### config.mk
export PLATFORM = sky130hd
export DESIGN_NAME = regfile_wb_arbiter_flat
export DESIGN_NICKNAME = d
export VERILOG_FILES = /design/src/rtl/regfile_wb_arbiter_if.sv /design/src/rtl/regfile_wb_arbiter.sv /design/src/flat_wrapper.sv
export SDC_FILE = /design/constraint.sdc
export NUM_CORES = 1
export LEC_CHECK = 0
export ABC_AREA = 1
export BUFFER_PORTS_ARGS = -buffer_cell sky130_fd_sc_hd__buf_2
export CAP_MARGIN = 15
export CORE_UTILIZATION = 53
export DETAILED_ROUTE_END_ITERATION = 6
export PLACE_DENSITY_LB_ADDON = 0.25
export SKIP_CTS_REPAIR_TIMING = 1
export SYNTH_ARGS = -nofsm -noshare
export SYNTH_HDL_FRONTEND = slang
export SYNTH_SLANG_ARGS = --single-unit
### constraint.sdc
create_clock -name clk -period 2.65 [get_ports clk]
set_input_delay 0.53 -clock clk [delete_from_list [all_inputs] [get_ports clk]]
set_output_delay 0.53 -clock clk [all_outputs]
set_load 0.02 [all_outputs]
### src/rtl/regfile_wb_arbiter_if.sv
// Writeback bus shared by the ALU and load channels, the register-file write port and the busy scoreboard.
// The master drives the requests; the slave (the arbiter) grants them and drives the write ports.
interface regfile_wb_arbiter_if;
    logic        alu_valid;
    logic [3:0]  alu_addr;
    logic [31:0] alu_data;
    logic        alu_ready;
    logic        mem_valid;
    logic [3:0]  mem_addr;
    logic [31:0] mem_data;
    logic        mem_ready;
    logic        reserve_en;
    logic [3:0]  reserve_addr;
    logic        write_en;
    logic [3:0]  addr_3;
    logic [31:0] write_data;
    logic        pc_write_en;
    logic [31:0] pc_write_data;
    logic [15:0] busy;

    modport master (
        output alu_valid, alu_addr, alu_data,
        output mem_valid, mem_addr, mem_data,
        output reserve_en, reserve_addr,
        input  alu_ready, mem_ready,
        input  write_en, addr_3, write_data,
        input  pc_write_en, pc_write_data, busy
    );

    modport slave (
        input  alu_valid, alu_addr, alu_data,
        input  mem_valid, mem_addr, mem_data,
        input  reserve_en, reserve_addr,
        output alu_ready, mem_ready,
        output write_en, addr_3, write_data,
        output pc_write_en, pc_write_data, busy
    );
endinterface

### src/rtl/regfile_wb_arbiter.sv
// Two-channel register-file writeback arbiter with round-robin conflict resolution,
// a one-cycle registered write port, r15 redirected to the PC port, and a pending-write scoreboard.
module regfile_wb_arbiter (
    input  logic                 clk,
    input  logic                 rst,
    regfile_wb_arbiter_if.slave  bus
);
    logic        rr_mem_q, rr_mem_d;
    logic        conflict, alu_gnt, mem_gnt, xfer;
    logic [3:0]  sel_addr;
    logic [31:0] sel_data;
    logic        write_en_q, write_en_d;
    logic [3:0]  addr_3_q, addr_3_d;
    logic [31:0] write_data_q, write_data_d;
    logic        pc_write_en_q, pc_write_en_d;
    logic [31:0] pc_write_data_q, pc_write_data_d;
    logic [15:0] busy_q, busy_d;

    always_comb begin
        conflict = bus.alu_valid & bus.mem_valid;
        // rr_mem_q set means the load channel wins the next conflict
        alu_gnt  = !rst & bus.alu_valid & (!bus.mem_valid | !rr_mem_q);
        mem_gnt  = !rst & bus.mem_valid & (!bus.alu_valid |  rr_mem_q);
        xfer     = alu_gnt | mem_gnt;
        sel_addr = mem_gnt ? bus.mem_addr : bus.alu_addr;
        sel_data = mem_gnt ? bus.mem_data : bus.alu_data;

        rr_mem_d = rr_mem_q;
        if (conflict) begin
            rr_mem_d = alu_gnt;
        end

        write_en_d      = xfer && (sel_addr != 4'hF);
        pc_write_en_d   = xfer && (sel_addr == 4'hF);
        addr_3_d        = addr_3_q;
        write_data_d    = write_data_q;
        pc_write_data_d = pc_write_data_q;
        if (write_en_d) begin
            addr_3_d     = sel_addr;
            write_data_d = sel_data;
        end
        if (pc_write_en_d) begin
            pc_write_data_d = sel_data;
        end

        // Set is applied after clear so a new producer reserving on the write edge keeps the bit
        busy_d = busy_q;
        if (write_en_q) begin
            busy_d[addr_3_q] = 1'b0;
        end
        if (bus.reserve_en && (bus.reserve_addr != 4'hF)) begin
            busy_d[bus.reserve_addr] = 1'b1;
        end
        busy_d[15] = 1'b0;
    end

    always_ff @(posedge clk) begin
        if (rst) begin
            rr_mem_q        <= 1'b0;
            write_en_q      <= 1'b0;
            addr_3_q        <= 4'h0;
            write_data_q    <= 32'h0;
            pc_write_en_q   <= 1'b0;
            pc_write_data_q <= 32'h0;
            busy_q          <= 16'h0000;
        end else begin
            rr_mem_q        <= rr_mem_d;
            write_en_q      <= write_en_d;
            addr_3_q        <= addr_3_d;
            write_data_q    <= write_data_d;
            pc_write_en_q   <= pc_write_en_d;
            pc_write_data_q <= pc_write_data_d;
            busy_q          <= busy_d;
        end
    end

    assign bus.alu_ready     = alu_gnt;
    assign bus.mem_ready     = mem_gnt;
    assign bus.write_en      = write_en_q;
    assign bus.addr_3        = addr_3_q;
    assign bus.write_data    = write_data_q;
    assign bus.pc_write_en   = pc_write_en_q;
    assign bus.pc_write_data = pc_write_data_q;
    assign bus.busy          = busy_q;
endmodule

### src/flat_wrapper.sv
// flat-port wrapper written by rule: the top's interface ports become plain ports
module regfile_wb_arbiter_flat 
  (clk, rst, bus_alu_valid, bus_alu_addr, bus_alu_data, bus_mem_valid, bus_mem_addr, bus_mem_data, bus_reserve_en, bus_reserve_addr, bus_alu_ready, bus_mem_ready, bus_write_en, bus_addr_3, bus_write_data, bus_pc_write_en, bus_pc_write_data, bus_busy);
  regfile_wb_arbiter_if bus_i ();
  input  logic clk;
  input  logic rst;
  input wire logic [$bits(bus_i.alu_valid)-1:0] bus_alu_valid;
  input wire logic [$bits(bus_i.alu_addr)-1:0] bus_alu_addr;
  input wire logic [$bits(bus_i.alu_data)-1:0] bus_alu_data;
  input wire logic [$bits(bus_i.mem_valid)-1:0] bus_mem_valid;
  input wire logic [$bits(bus_i.mem_addr)-1:0] bus_mem_addr;
  input wire logic [$bits(bus_i.mem_data)-1:0] bus_mem_data;
  input wire logic [$bits(bus_i.reserve_en)-1:0] bus_reserve_en;
  input wire logic [$bits(bus_i.reserve_addr)-1:0] bus_reserve_addr;
  output wire logic [$bits(bus_i.alu_ready)-1:0] bus_alu_ready;
  output wire logic [$bits(bus_i.mem_ready)-1:0] bus_mem_ready;
  output wire logic [$bits(bus_i.write_en)-1:0] bus_write_en;
  output wire logic [$bits(bus_i.addr_3)-1:0] bus_addr_3;
  output wire logic [$bits(bus_i.write_data)-1:0] bus_write_data;
  output wire logic [$bits(bus_i.pc_write_en)-1:0] bus_pc_write_en;
  output wire logic [$bits(bus_i.pc_write_data)-1:0] bus_pc_write_data;
  output wire logic [$bits(bus_i.busy)-1:0] bus_busy;
  assign bus_i.alu_valid = bus_alu_valid;
  assign bus_i.alu_addr = bus_alu_addr;
  assign bus_i.alu_data = bus_alu_data;
  assign bus_i.mem_valid = bus_mem_valid;
  assign bus_i.mem_addr = bus_mem_addr;
  assign bus_i.mem_data = bus_mem_data;
  assign bus_i.reserve_en = bus_reserve_en;
  assign bus_i.reserve_addr = bus_reserve_addr;
  assign bus_alu_ready = bus_i.alu_ready;
  assign bus_mem_ready = bus_i.mem_ready;
  assign bus_write_en = bus_i.write_en;
  assign bus_addr_3 = bus_i.addr_3;
  assign bus_write_data = bus_i.write_data;
  assign bus_pc_write_en = bus_i.pc_write_en;
  assign bus_pc_write_data = bus_i.pc_write_data;
  assign bus_busy = bus_i.busy;
  regfile_wb_arbiter u_core (.clk(clk), .rst(rst), .bus(bus_i));
endmodule
# [Word-level counts from Yosys, hierarchy flattened]
# Cells that the tools add are included.
[classes] n_eq_ne=3 mux=8 reduce_logical=9 order_cmp=4 bitwise=11
[op_table] operator="2-to-1 mux 32 bit" count=1
[op_table] operator="2-to-1 mux 15 bit" count=2
[op_table] operator="AND 15 bit" count=1
[op_table] operator="NOT 15 bit" count=1
[op_table] operator="OR 15 bit" count=1
[op_table] operator="< comparator 4 x 5 -> 1 bit (second input constant)" count=2
[op_table] operator="demux 1 bit (select 4 bit)" count=2
[op_table] operator=">= comparator 4 x 1 -> 1 bit (second input constant)" count=2
[op_table] operator="!= test 4 bit (second input constant)" count=2
[op_table] operator="AND 1 bit" count=5
[op_table] operator="logical AND 1 bit" count=5
[op_table] operator="== test 4 bit (second input constant)" count=1
[op_table] operator="zero test 1 bit" count=4
[op_table] operator="2-to-1 mux 4 bit" count=1
[op_table] operator="OR 1 bit" count=3
[op_table] operator="2-to-1 mux 1 bit" count=2
[totals] input_bits=81 output_inout_bits=88 ff_bits=86 wordCells=42

# [Logic depth before layout (Yosys ltp)]
# Gate-level depths: netlist of run 1.
[logic_depth] ltp_word=9 mapped_depth=12 depth_no_buf=10

# [Worst setup path after synthesis of run 1]
# Ideal clock, no wire load.
[synth_path] path_type="input to output" start="input rst" end="output bus_mem_ready" required_ns=2.120 t_arrival_ns=1.323 path_buffers=3 path_stages=6 path_slack_ns=0.797 path_cell_list="buf_6 > nor2_8 > nand2_4 > buf_6 > inv_1 > buf_2"
[synth_via] elab_chain_len=3
[synth_lines] item="start: declaration" line_no="flat_wrapper.sv:6" source="input logic rst;"
[synth_lines] item="zero test 1 bit" line_no="regfile_wb_arbiter.sv:23" source="mem_gnt = !rst & bus.mem_valid & (!bus.alu_valid | rr_mem_q);"
[synth_lines] item="AND 1 bit (2 in a row)" line_no="regfile_wb_arbiter.sv:23"
[synth_lines] item="end: declaration" line_no="flat_wrapper.sv:16" source="output wire logic [$bits(bus_i.mem_ready)-1:0] bus_mem_ready;"
# No other way between the ends.

# [Final worst setup path of run 1]
[layout_path] start="register u_core.rr_mem_q" end="output bus_mem_ready"
[layout_via] elab_chain_len=2
[layout_lines] item="start: declaration" line_no="regfile_wb_arbiter.sv:8" source="logic rr_mem_q, rr_mem_d;"
[layout_lines] item="start signal: assignment" line_no="regfile_wb_arbiter.sv:67" source="rr_mem_q <= rr_mem_d;"
[layout_lines] item="OR 1 bit" line_no="regfile_wb_arbiter.sv:23"
[layout_lines] item="AND 1 bit" line_no="regfile_wb_arbiter.sv:23"
# No other way between the ends.

==> results of run 1 <==
## cells in the final DEF (no fill, tap or decap), drive strengths merged
cell type / count
buf: 180
nand2: 128
inv: 87
nand3: 86
dfxtp: 86
nor2: 73
a21oi: 53
o21ai: 49
or2: 32
clkbuf: 12
nand3b: 3
o31ai: 3
bufinv: 2
a211oi: 1
nor3b: 1
conb: 1
clkinvlp: 1
## registers in the layout, indices dropped and copies added, names as in the netlist
register,cells
u_core.rr_mem_q,1
u_core.bus.pc_write_en,1
u_core.bus.write_data,32
u_core.bus.addr_3,4
u_core.bus.pc_write_data,32
u_core.bus.busy,15
u_core.bus.write_en,1
## path summary, 6_finish.rpt
path | cells past startpoint | end | from | slack, ns
max | 5 | bus_mem_ready | u_core.rr_mem_q | 0.48
min | 2 | u_core.bus.busy[3] | u_core.bus.busy[3] | 0.47
max reg2reg | 9 | u_core.bus.write_data[22] | u_core.rr_mem_q | 0.71
min reg2reg | 2 | u_core.bus.busy[3] | u_core.bus.busy[3] | 0.47
## cell type report
cell class / count / area, µm²
Fill cell: 687 / 2380
Timing Repair Buffer: 180 / 946
Tap cell: 102 / 128
Inverter: 87 / 327
Clock buffer: 12 / 155
Sequential cell: 86 / 1720
Multi-Input combinational cell: 430 / 2000
Clock inverter: 3 / 67.6
## cell usage after synthesis, types with 3 or more instances
cell type	count	area, µm²
nand2_1	126	473
dfxtp_1	86	1720
nand3_1	86	430
inv_1	85	319
nor2_1	71	267
a21oi_1	52	260
o21ai_0	48	240
or2_2	23	144
buf_2	20	100
clkbuf_1	12	45.0
or2_0	9	56.3
buf_1	4	15.0
buf_6	4	45.0
nand3b_1	3	22.5
o31ai_1	3	22.5
## worst min-delay path, stage by stage (launching register included)
cell	delay, ns
dfxtp_1	0.31
o21ai_0	0.06
a21oi_1	0.06
## metrics by stage
step           std cells  power (mW)  hold WS [ns]
6_report             900        3.01         0.475
5_1_grt              900        3.16         0.494
4_1_cts              900        3.02         0.473
3_5_place_dp         885        2.00         0.462
3_3_place_gp         885        1.99         0.457
2_1_floorplan        644        1.81         0.477
## per-layer routing
layer | global-route usage (%) | routed length, µm | share of wire, % | up-vias
met5 | 0 | 0 | 0 | -
met4 | 8.86 | 139 | 1.3 | 0
met3 | 5.86 | 781 | 7.1 | 11
met2 | 43.6 | 5170 | 47 | 165
met1 | 34.3 | 4980 | 45 | 2002
li1 | - | - | - | 2320
## power groups by stage
stage	combinational [mW]	clock, mW	sequential [mW]
after floorplan	0.294	0	1.52
final	0.574	1.03	1.40
after global placement	0.561	0	1.43
after global routing	0.637	1.11	1.41
after CTS	0.573	1.05	1.40
after detailed placement	0.571	0	1.43
## kinds of logic (layout without fill, tap and decap cells)
kind of cell / Yosys count / after routing / synth area share [%]
and+or+nand+nor: 323 / 323 / 34.0
buffers and inverters: 128 / 282 / 12.7
AOI/OAI and AO/OA: 106 / 106 / 12.8
DFF: 86 / 86 / 40.5
other: 1 / 1 / 0.0882
==> results.sh, run 1 <==
export IMPL_status="finished, final reports clean"
export IMPL_startpoint_type="flop"
export IMPL_fin_crit_ns=2.17
export IMPL_antenna_left=0
export IMPL_worstPathArrival_ns=1.64
export IMPL_grt_max_degree=42
export IMPL_ys_async_sr_fraction_pct=0
export IMPL_grt_usage_pct=26.5
export IMPL_finalSetupTns_ns=0
export IMPL_grt_first_pass_wirelength_mm=17.9
export IMPL_dp_hpwl_mm=7.96
export IMPL_fin_area_um2=5350
export IMPL_synth_avg_cell_area_um2=6.60
export IMPL_critPathMostFrequentCell="inv_1"
export IMPL_relSlewSlack_pct=65.0
export IMPL_finalSetupViolCount=0
export IMPL_path_clk_slew_ns=0.08
export IMPL_comb_power_share_pct=19.1
export IMPL_dpl_cell_area_um2=5120
export IMPL_syn_to_final_growth_pct=25.7
export IMPL_rsz0062_at_grt="no"
export IMPL_rows=32
export IMPL_routedWlPerCell_um=12.3
export IMPL_slowest_stage="nand2_4"
export IMPL_cts_htree_levels=3
export IMPL_worstMarginPinSlew_ns=0.524
export IMPL_drt_initial_drc_count=155
export IMPL_crit_path_max_fanout=41
export IMPL_dp_worst_setup_slack_ns=0.432
export IMPL_die_width_um=91.6
export IMPL_cp_slowest_stage_delay_ns=0.32
export IMPL_clock_path_buffers=2
export IMPL_syn_area_um2=4250
export IMPL_final_core_utilization_pct=69.2
export IMPL_skew_ns=0.0107
export IMPL_antenna_found_initial=0
export IMPL_drcViolationCount=0
export IMPL_path_buf_inv=3
export IMPL_switching_share_pct=28.6
export IMPL_wirelength_mm=11.1
export IMPL_core_um2=7730
export IMPL_postSynthCellCount=644
export IMPL_diodes=0
export IMPL_hold_path_class="flop to flop"
export IMPL_numCtsBuffers=9
export IMPL_gp_congestion=0.876
export IMPL_io_buffers=167
export IMPL_grt_pass1_vias=3985
export IMPL_pwr_share_seq_pct=46.6
export IMPL_via_count=4498
export IMPL_path_cells="inv_1 -> nand2_2 -> nand2_4 -> inv_1 -> buf_2"
export IMPL_cts_root_buf="clkbuf_8"
export IMPL_clock_latency_ns=0.35
export IMPL_synth_ff_latch_count=86
export IMPL_crit_type="flop to primary output"
export IMPL_post_drt_via_cell_ratio=5.00
export IMPL_internal_power_mw=2.15
export IMPL_tritoncts="done"
export IMPL_overflow=0
export IMPL_ir_worst_vdd_mv=0.316
export IMPL_synth_edff_count=0
export IMPL_drt_pass1_iter_count=4
export IMPL_start_util_pct=55.0
export IMPL_worst_slack_ns=0.481
export IMPL_clock_sinks=86
export IMPL_die_h_um=91.6
export IMPL_yosys_warnings=0
export IMPL_max_freq_mhz=461
export IMPL_hold_viol_final=0
export IMPL_p_switching_uw=859
export IMPL_num_io_pins=169
export IMPL_power_density_nw_per_um2=563
export IMPL_clkPwrFrac_pct=34.3
export IMPL_max_cap_violations=0
export IMPL_worstSetupEndpointType="primary output"
export IMPL_post_route_period_util_pct=81.8
export IMPL_p_leak_nw=2.78
export IMPL_design_die_area_um2=8390
export IMPL_slew_violations=0
export IMPL_synth_seq_area_share_pct=40.5
export IMPL_ys_flop_type="dfxtp_1"
export IMPL_path_delay_family="buffers and inverters"
export IMPL_drive_gt1_share_pct=28.2
export IMPL_nets=875
export IMPL_yosysUniqueCellTypes=27
export IMPL_syn_nets=725
export IMPL_required_ns=2.12
No activity file was read; power rests on OpenSTA's default activity.
==> run 2: changes to the inputs <==
--- a/config.mk
+++ b/config.mk
@@ -8,7 +8,7 @@
 export ABC_AREA = 1
 export BUFFER_PORTS_ARGS = -buffer_cell sky130_fd_sc_hd__buf_2
 export CAP_MARGIN = 15
-export CORE_UTILIZATION = 53
+export CORE_UTILIZATION = 49
 export DETAILED_ROUTE_END_ITERATION = 6
 export PLACE_DENSITY_LB_ADDON = 0.25
 export SKIP_CTS_REPAIR_TIMING = 1
==> constraint.sdc (replaced) <==
create_clock -name clk -period 2.2 [get_ports clk]
set_input_delay 0.44 -clock clk [delete_from_list [all_inputs] [get_ports clk]]
set_output_delay 0.44 -clock clk [all_outputs]
set_load 0.02 [all_outputs]
==> results.sh, run 2 (synthesis results as in run 1) <==
export IMPL_status="finished, final reports clean"
export IMPL_startpoint_type="flop"
export IMPL_ff2ff_setup_slack_ns=0.36
export IMPL_clock_latency_ns=0.34
export IMPL_grt_max_degree=52
export IMPL_cp_slowest_stage_delay_ns=0.35
export IMPL_slew_violations=0
export IMPL_power_mw=3.47
export IMPL_hold_viol_final=0
export IMPL_crit_path_max_fanout=14
export IMPL_worst_slack_ns=0.201
export IMPL_rr_endpoint="u_core.bus.pc_write_data[7]"
export IMPL_dpl_cell_area_um2=5180
export IMPL_hold_path_class="primary input to flop"
export IMPL_cts_root_buf="clkbuf_8"
export IMPL_holdCritStartpoint="bus_mem_valid"
export IMPL_drt_initial_drc_count=111
export IMPL_final_core_utilization_pct=64.7
export IMPL_drt_pass1_iter_count=4
export IMPL_skew_ns=0.00937
export IMPL_finalSetupTns_ns=0
export IMPL_comb_power_share_pct=20.2
export IMPL_worstPathArrival_ns=1.56
export IMPL_critPathMostFrequentCell="inv_1"
export IMPL_rsz0062_at_grt="no"
export IMPL_dp_worst_setup_slack_ns=0.154
export IMPL_ff2ff_path_depth=12
export IMPL_fin_area_um2=5370
export IMPL_antenna_left=0
export IMPL_min_to="u_core.rr_mem_q"
export IMPL_final_common_cell="buf_2"
export IMPL_drive_gt1_share_pct=28.2
export IMPL_pwr_share_seq_pct=48.7
export IMPL_clock_sinks=86
export IMPL_num_io_pins=169
export IMPL_grt_usage_pct=24.2
export IMPL_dp_hpwl_mm=8.25
export IMPL_diodes=0
export IMPL_slowest_stage="dfxtp_1"
export IMPL_internal_power_mw=2.45
export IMPL_rr_startpoint="u_core.rr_mem_q"
export IMPL_worstSetupEndpointType="primary output"
export IMPL_nets=877
export IMPL_path_cells="inv_1 -> nand2_2 -> nand2_4 -> inv_1 -> buf_2"
export IMPL_antenna_found_initial=0
export IMPL_routedWlPerCell_um=12.1
export IMPL_clock_path_buffers=2
export IMPL_die_h_um=95.2
export IMPL_max_freq_mhz=500
export IMPL_finalSetupViolCount=0
export IMPL_rows=33
export IMPL_p_leak_nw=2.78
export IMPL_gp_congestion=0.839
export IMPL_die_width_um=95.2
export IMPL_wirelength_mm=11.0
export IMPL_tritoncts="done"
export IMPL_grt_pass1_vias=3867
export IMPL_power_density_nw_per_um2=647
export IMPL_cts_htree_levels=3
export IMPL_via_count=4477
export IMPL_core_um2=8300
export IMPL_drcViolationCount=0
export IMPL_max_cap_violations=0
export IMPL_post_drt_via_cell_ratio=4.95
export IMPL_required_ns=1.76
export IMPL_clkPwrFrac_pct=31.1
export IMPL_syn_to_final_growth_pct=26.3
export IMPL_design_die_area_um2=9060
export IMPL_ir_worst_vdd_mv=0.366
export IMPL_path_clk_slew_ns=0.07
export IMPL_p_switching_mw=1.02
export IMPL_grt_first_pass_wirelength_mm=17.2
export IMPL_crit_type="flop to primary output"
export IMPL_start_util_pct=51.2
export IMPL_post_route_period_util_pct=90.9
export IMPL_io_buffers=167
export IMPL_layout_common_cells="buf_2, nand2_1, nand3_1, dfxtp_1, inv_1"
export IMPL_fin_crit_ns=2.00
export IMPL_min_path_cells=3
export IMPL_overflow=0
export IMPL_switching_share_pct=29.4
export IMPL_numCtsBuffers=9
[run 2: how the worst max path moves through the flow]
stage / from / endpoint / cells after the start
floorplan: rst / u_core.bus.write_data[3] / 10
global placement: bus_mem_valid / u_core.bus.pc_write_data[25] / 13
detailed placement: bus_mem_valid / u_core.bus.write_data[17] / 12
CTS: u_core.rr_mem_q / bus_mem_ready / 5
global route: u_core.rr_mem_q / bus_mem_ready / 5
finish: u_core.rr_mem_q / bus_mem_ready / 5
[run 2: through the flow]
stage               std cells  hold slack, ns
detailed placement        890           0.464
finish                    905           0.413
floorplan                 644           0.477
global placement          890           0.455
CTS                       905           0.402
global route              905           0.422
[run 2: layout make-up]
| type | instances | area (µm²) |
|---|---|---|
| clock buffer | 12 | 145 |
| multi-input combinational | 430 | 2000 |
| clock inverter | 3 | 45.0 |
| fill | 795 | 2930 |
| timing repair buffer | 182 | 998 |
| tap | 105 | 131 |
| inverter | 87 | 327 |
| sequential | 86 | 1720 |
[run 2: worst max-delay path: cells and delay by family (launching register included)]
family | cells | cell delay, ns
and+or+nand+nor | 2 | 0.25
buffers and inverters | 3 | 0.62
DFF | 1 | 0.35
[run 2: power by group through the flow]
stage	clock network (mW)	registers, mW	logic [mW]
floorplan	0	1.83	0.354
global placement	0	1.73	0.687
detailed placement	0	1.73	0.706
CTS	1.10	1.69	0.707
global route	1.17	1.70	0.781
finish	1.08	1.69	0.703
[run 2: metal layers]
metal	vias up	global-route usage (%)	share of wire (%)
met5	-	0	0
met4	0	8.84	1.2
met3	14	5.10	7.0
met2	153	41.1	49
met1	1988	30.1	43
li1	2322	-	-
